`config.mk`:
```
export PLATFORM = sky130hd
export DESIGN_NAME = attack_requester
export DESIGN_NICKNAME = d
export VERILOG_FILES = /design/src/rtl/attack_requester.sv
export SDC_FILE = /design/constraint.sdc
export NUM_CORES = 1
export LEC_CHECK = 0
export ABC_AREA = 1
export CAP_MARGIN = 15
export CORE_AREA = 3 3 223 225
export DETAILED_ROUTE_END_ITERATION = 12
export DIE_AREA = 0 0 226 228
export PLACE_DENSITY_LB_ADDON = 0.1
export SYNTH_ARGS = -nofsm -noshare
export SYNTH_HDL_FRONTEND = slang
export SYNTH_SLANG_ARGS = --single-unit
export TNS_END_PERCENT = 30
```
`constraint.sdc`:
```
create_clock -name clk -period 16.6 [get_ports clk]
set_input_delay 3.32 -clock clk [delete_from_list [all_inputs] [get_ports clk]]
set_output_delay 3.32 -clock clk [all_outputs]
set_load 0.02 [all_outputs]
```
`src/rtl/attack_requester.sv`:
```
// Initiator side of the attack-evaluation handshake: launches one board at a time,
// captures the evaluator verdict and returns it on a registered valid/ready stream.
// Optional WAIT watchdog is compiled in with `define ATTACK_REQ_TIMEOUT_EN.
module attack_requester #(
    parameter int unsigned BOARD_WIDTH    = 256,
    parameter int unsigned INDEX_WIDTH    = 16,
    parameter int unsigned TIMEOUT_CYCLES = 255
) (
    input  logic                   clk,
    input  logic                   reset,
    input  logic [BOARD_WIDTH-1:0] in_board,
    input  logic                   in_white_to_move,
    input  logic                   in_valid,
    output logic                   in_ready,
    output logic [BOARD_WIDTH-1:0] eval_board,
    output logic                   eval_board_valid,
    output logic                   eval_clear_attack,
    input  logic                   eval_done,
    input  logic                   eval_white_in_check,
    input  logic                   eval_black_in_check,
    input  logic [5:0]             eval_white_pop,
    input  logic [5:0]             eval_black_pop,
    output logic                   res_valid,
    input  logic                   res_ready,
    output logic [INDEX_WIDTH-1:0] res_index,
    output logic                   res_legal,
    output logic                   res_white_in_check,
    output logic                   res_black_in_check,
    output logic [5:0]             res_white_pop,
    output logic [5:0]             res_black_pop,
    output logic                   res_timeout
);

    typedef enum logic [2:0] {
        IDLE,
        LAUNCH,
        WAIT,
        CLEAR,
        DRAIN
    } state_t;

    state_t                 state;
    logic [INDEX_WIDTH-1:0] index;
    logic [INDEX_WIDTH-1:0] req_index;
    logic                   white_to_move;

`ifdef ATTACK_REQ_TIMEOUT_EN
    localparam int unsigned COUNT_WIDTH = $clog2(TIMEOUT_CYCLES + 1);
    localparam logic [COUNT_WIDTH-1:0] TIMEOUT_LAST = COUNT_WIDTH'(TIMEOUT_CYCLES - 1);
    logic [COUNT_WIDTH-1:0] wait_count;
`else
    assign res_timeout = 1'b0;
    // Watchdog compiled out: the parameter is kept only so both builds share one parameter list.
    if (TIMEOUT_CYCLES == 0) begin : g_no_watchdog
    end
`endif

    assign in_ready = (state == IDLE) && !res_valid && !reset;

    always_ff @(posedge clk or posedge reset) begin
        if (reset) begin
            state              <= IDLE;
            index              <= '0;
            req_index          <= '0;
            white_to_move      <= 1'b0;
            eval_board         <= '0;
            eval_board_valid   <= 1'b0;
            eval_clear_attack  <= 1'b0;
            res_valid          <= 1'b0;
            res_index          <= '0;
            res_legal          <= 1'b0;
            res_white_in_check <= 1'b0;
            res_black_in_check <= 1'b0;
            res_white_pop      <= '0;
            res_black_pop      <= '0;
`ifdef ATTACK_REQ_TIMEOUT_EN
            res_timeout        <= 1'b0;
            wait_count         <= '0;
`endif
        end else begin
            eval_board_valid  <= 1'b0;
            eval_clear_attack <= 1'b0;
            if (res_valid && res_ready) begin
                res_valid <= 1'b0;
            end

            case (state)
                IDLE: begin
                    if (in_valid && in_ready) begin
                        eval_board       <= in_board;
                        white_to_move    <= in_white_to_move;
                        req_index        <= index;
                        index            <= index + 1'b1;
                        eval_board_valid <= 1'b1;
                        state            <= LAUNCH;
                    end
                end
                LAUNCH: begin
`ifdef ATTACK_REQ_TIMEOUT_EN
                    wait_count <= '0;
`endif
                    state <= WAIT;
                end
                WAIT: begin
                    if (eval_done) begin
                        res_index          <= req_index;
                        // Legal when the side that just moved is not left in check.
                        res_legal          <= white_to_move ? !eval_black_in_check
                                                            : !eval_white_in_check;
                        res_white_in_check <= eval_white_in_check;
                        res_black_in_check <= eval_black_in_check;
                        res_white_pop      <= eval_white_pop;
                        res_black_pop      <= eval_black_pop;
                        res_valid          <= 1'b1;
`ifdef ATTACK_REQ_TIMEOUT_EN
                        res_timeout        <= 1'b0;
`endif
                        state              <= CLEAR;
                    end
`ifdef ATTACK_REQ_TIMEOUT_EN
                    else if (wait_count == TIMEOUT_LAST) begin
                        res_index          <= req_index;
                        res_legal          <= 1'b0;
                        res_white_in_check <= 1'b0;
                        res_black_in_check <= 1'b0;
                        res_white_pop      <= '0;
                        res_black_pop      <= '0;
                        res_valid          <= 1'b1;
                        res_timeout        <= 1'b1;
                        state              <= CLEAR;
                    end else begin
                        wait_count <= wait_count + 1'b1;
                    end
`endif
                end
                CLEAR: begin
                    eval_clear_attack <= 1'b1;
                    state             <= DRAIN;
                end
                DRAIN: begin
                    // A done level still high here belongs to the previous board.
                    if (!eval_done) begin
                        state <= IDLE;
                    end
                end
                default: state <= IDLE;
            endcase
        end
    end

endmodule

```
Yosys cells after proc, flatten, opt, wreduce, memory -nomap -nowiden

Cells that the tools add are included.

Register bits: 326
Bits of input ports: 276

Add/sub/neg operators: 1
Eq/ne operators: 7
Mux-type cells: 11
Reduce and logical (&&, ||, !) cells: 12

Operator list:

| cell                                                                  | count |
|---|---|
| 16-bit by 1-bit adder with 16-bit output, second input constant       | 1 |
| 3-bit one-hot mux with 5 select lines                                 | 1 |
| 3-bit 2-to-1 mux                                                      | 3 |
| 1-bit 2-to-1 mux                                                      | 7 |
| 3-bit by 2-bit equality test with 1-bit output, second input constant | 2 |
| 1-bit logical AND                                                     | 4 |
| 1-bit zero test                                                       | 4 |
| 2-bit != test, second input constant                                  | 2 |
| 2-bit AND reduction                                                   | 2 |
| 3-bit by 1-bit equality test with 1-bit output, second input constant | 1 |
| 3-bit equality test, second input constant                            | 1 |
| 3-bit zero test                                                       | 1 |
| 3-bit AND reduction                                                   | 1 |
| 2-bit by 1-bit != test with 1-bit output, second input constant       | 1 |

Depth between registers and ports, before layout

Word-level depth: 6
Mapped depth: 9

Worst setup path after synthesis

No wires, ideal clock.

Path kind: input -> output
From: input reset
To: output in_ready
Data arrival time: 11.634 ns
Required time: 13.280 ns
Path slack: 1.646 ns
Cell stages on the path: 3
Buffers on the path: 0
Path through: inv_1 -> nand2_1 -> nor2_2

Cells in the longest elaborated chain, start to end: 2

Ends and longest elaborated chain:

| item                             | line | RTL |
|---|---|---|
| from (decl)                      | 10   | `input logic reset,` |
| 1-bit zero test (no source line) | n/a  |  |
| 1-bit logical AND                | 58   | `assign in_ready = (state == IDLE) && !res_valid && !reset;` |
| to (decl)                        | 14   | `output logic in_ready,` |

Every way passes these cells.

Worst setup path after layout

Same ends and word-level chain as after synthesis.

==> impl_metrics.env <==
export IMPL_critPathMaxFanout=59
export IMPL_grt_max_degree=98
export IMPL_synth_flop_cell="dfrtp_1"
export IMPL_fin_area_um2=20100
export IMPL_synth_area_um2=12500
export IMPL_p_leak_nw=9.82
export IMPL_drt_wl_total_um=45800
export IMPL_drive_above_1_share_pct=4.10
export IMPL_cts_root_buffer="clkbuf_16"
export IMPL_gp_congestion=0.787
export IMPL_fin_nets=2251
export IMPL_final_max_slew_viol_count=0
export IMPL_drt_first_pass_iters=4
export IMPL_io_pins=568
export IMPL_antenna_left=0
export IMPL_avgViaCountPerCell=4.15
export IMPL_dp_hpwl_um=32800
export IMPL_core_area_um2=47700
export IMPL_ys_warn_count=0
export IMPL_layout_commonest_cell="nand2_1"
export IMPL_syn_avg_cell_area_um2=8.77
export IMPL_maxCapViolCount=0
export IMPL_hold_viol=0
export IMPL_final_cell_mix="nand2_1 (933), clkdlybuf4s50_1 (566), dfrtp_1 (326)"
export IMPL_status="complete, no violations"
export IMPL_crit_arrival_ns=5.34
export IMPL_hp_class="flop to flop"
export IMPL_cts_inserted_buffers=39
export IMPL_htree_levels=2
export IMPL_start_kind="primary input"
export IMPL_fin_ws_ns=7.94
export IMPL_grt_remaining_overflow=0
export IMPL_fp_dieH_um=228
export IMPL_syn_num_nets=1701
export IMPL_ctsResizeCount=0
export IMPL_track_usage_pct=17.6
export IMPL_antenna_found_initial=6
export IMPL_grt_pass1_wl_um=70000
export IMPL_layout_min_cycle_time_ns=8.66
export IMPL_slew_headroom_pct=30.9
export IMPL_cts_tree="built"
export IMPL_post_place_ws_ns=7.90
export IMPL_syn_inst=1424
export IMPL_whs_ns=0.468
export IMPL_area_growth_pct=61.1
export IMPL_synth_async_reset_ratio_pct=100
export IMPL_die_w_um=226
export IMPL_period_share_pct=52.1
export IMPL_cts_path_max_buffers=3
export IMPL_start_util_pct=26.2
export IMPL_max_freq_mhz=116
export IMPL_post_cts_setup_buffers=0
export IMPL_port_buffers=566
export IMPL_synth_edf_count=0
export IMPL_drt_iter0_drc=634
export IMPL_clock_sinks=326
export IMPL_grt_pass1_vias=11300
export IMPL_die_area_um2=51500
export IMPL_peakVddDrop_v=0.000111
export IMPL_clk_pin_slew_ns=0.06
export IMPL_num_rows=80
export IMPL_critical_path_class="primary input to output port"
export IMPL_rsz0062_at_grt="false"
export IMPL_drc=0
export IMPL_yosysSeqAreaShare_pct=65.3
export IMPL_num_fill_cells=4773
export IMPL_placed_area_um2=18700
export IMPL_ys_types=16
export IMPL_cp_required_ns=13.28
export IMPL_tightest_slew_ns=1.04
export IMPL_ys_ff_latch=326
export IMPL_dr_total_vias=10900
export IMPL_clk_latency_ns=0.54
export IMPL_finClkSkew_ns=0.00789
export IMPL_ctsHoldBuffers=0
export IMPL_finalSetupViolCount=0
export IMPL_finalSetupTns_ns=0
export IMPL_crit_path_end_kind="output port"
export IMPL_powerDensity_nw_per_um2=194
export IMPL_wire_per_inst_um=17.5
[metrics by stage]
step | total power, mW | cells | utilization (%)
floorplan | 2.12 | 1424 | -
global placement | 3.01 | 2548 | 39.1
finish | 3.91 | 2622 | 42.1
CTS | 3.98 | 2617 | 42.1
global route | 4.16 | 2620 | 42.1
detailed placement | 3.02 | 2548 | 39.1
[final timing paths]
check,start,endpoint,slack (ns),cells after the start
max reg2reg,state[2]$_DFFE_PP0P_,eval_board[111]$_DFFE_PP0P_,12.88,7
min in group asynchronous,reset,eval_board[80]$_DFFE_PP0P_,3.21,2
min reg2reg,req_index[12]$_DFFE_PP0P_,res_index[12]$_DFFE_PP0P_,0.47,2
min,req_index[12]$_DFFE_PP0P_,res_index[12]$_DFFE_PP0P_,0.47,2
max in group asynchronous,reset,eval_board[214]$_DFFE_PP0P_,11.55,4
max,reset,in_ready,7.94,5
[where the power goes]
| part | internal (mW) | total, mW | switching [mW] |
|---|---|---|---|
| Clock | 0.589 | 0.925 | 0.337 |
| Sequential | 1.13 | 1.32 | 0.189 |
| Combinational | 0.739 | 1.66 | 0.924 |
[flip-flops by register name, indices dropped and copies added, names as in the netlist]
signal              cells
eval_board            256
index                  16
req_index              16
res_index              16
res_black_pop           6
res_white_pop           6
state                   3
eval_board_valid        1
eval_clear_attack       1
res_black_in_check      1
res_legal               1
res_valid               1
res_white_in_check      1
white_to_move           1
[final cells by class]
type                       count  area [um2]  area share (%)
inverter                      22        90.1           0.448
sequential                   326        8160            40.6
tap                          615         769            3.83
timing repair buffer         578        5760            28.6
antenna                        5        12.5          0.0622
clock buffer                  60        1240            6.15
clock inverter                 9         170           0.846
multi-input combinational   1007        3920            19.5
[synth_stat cells (2+ instances only)]
cell        n  share of area [%]
buf_2      58                2.3
clkbuf_1   10               0.30
dfrtp_1   326                 65
inv_1      22               0.66
nand2_1   934                 28
nand3_1     7               0.28
nand4_1     5               0.25
nor2_1     19               0.57
nor2_2      3               0.15
nor3b_1     2               0.12
o21ai_0    26                1.0
xor2_1      8               0.56
[per-layer routing]
layer,GRT usage (%),vias to the layer above,wire (um)
met5,0,-,22
met4,4.97,4,813
met3,7.34,56,4570
met2,30.1,340,22700
met1,20.2,5095,17700
li1,-,5394,-
[kinds of logic (layout without fill, tap and decap cells)]
group	Yosys count	in the layout	synth area share, %
AOI/OAI and AO/OA	26	26	1.04
other	1	6	0.0300
xor gates and xnor gates	8	8	0.561
and+or+nand+nor	971	971	29.6
buffers and inverters	91	669	3.35
DFF	326	326	65.3
adders and majority gates	1	1	0.100
[worst max-delay path: stages]
cell and delay, ns:
clkdlybuf4s50_1 0.49, inv_8 0.33, nand2_1 0.23, nor2_2 0.26, clkdlybuf4s50_1 0.65
No activity file was read; power rests on OpenSTA's default activity.
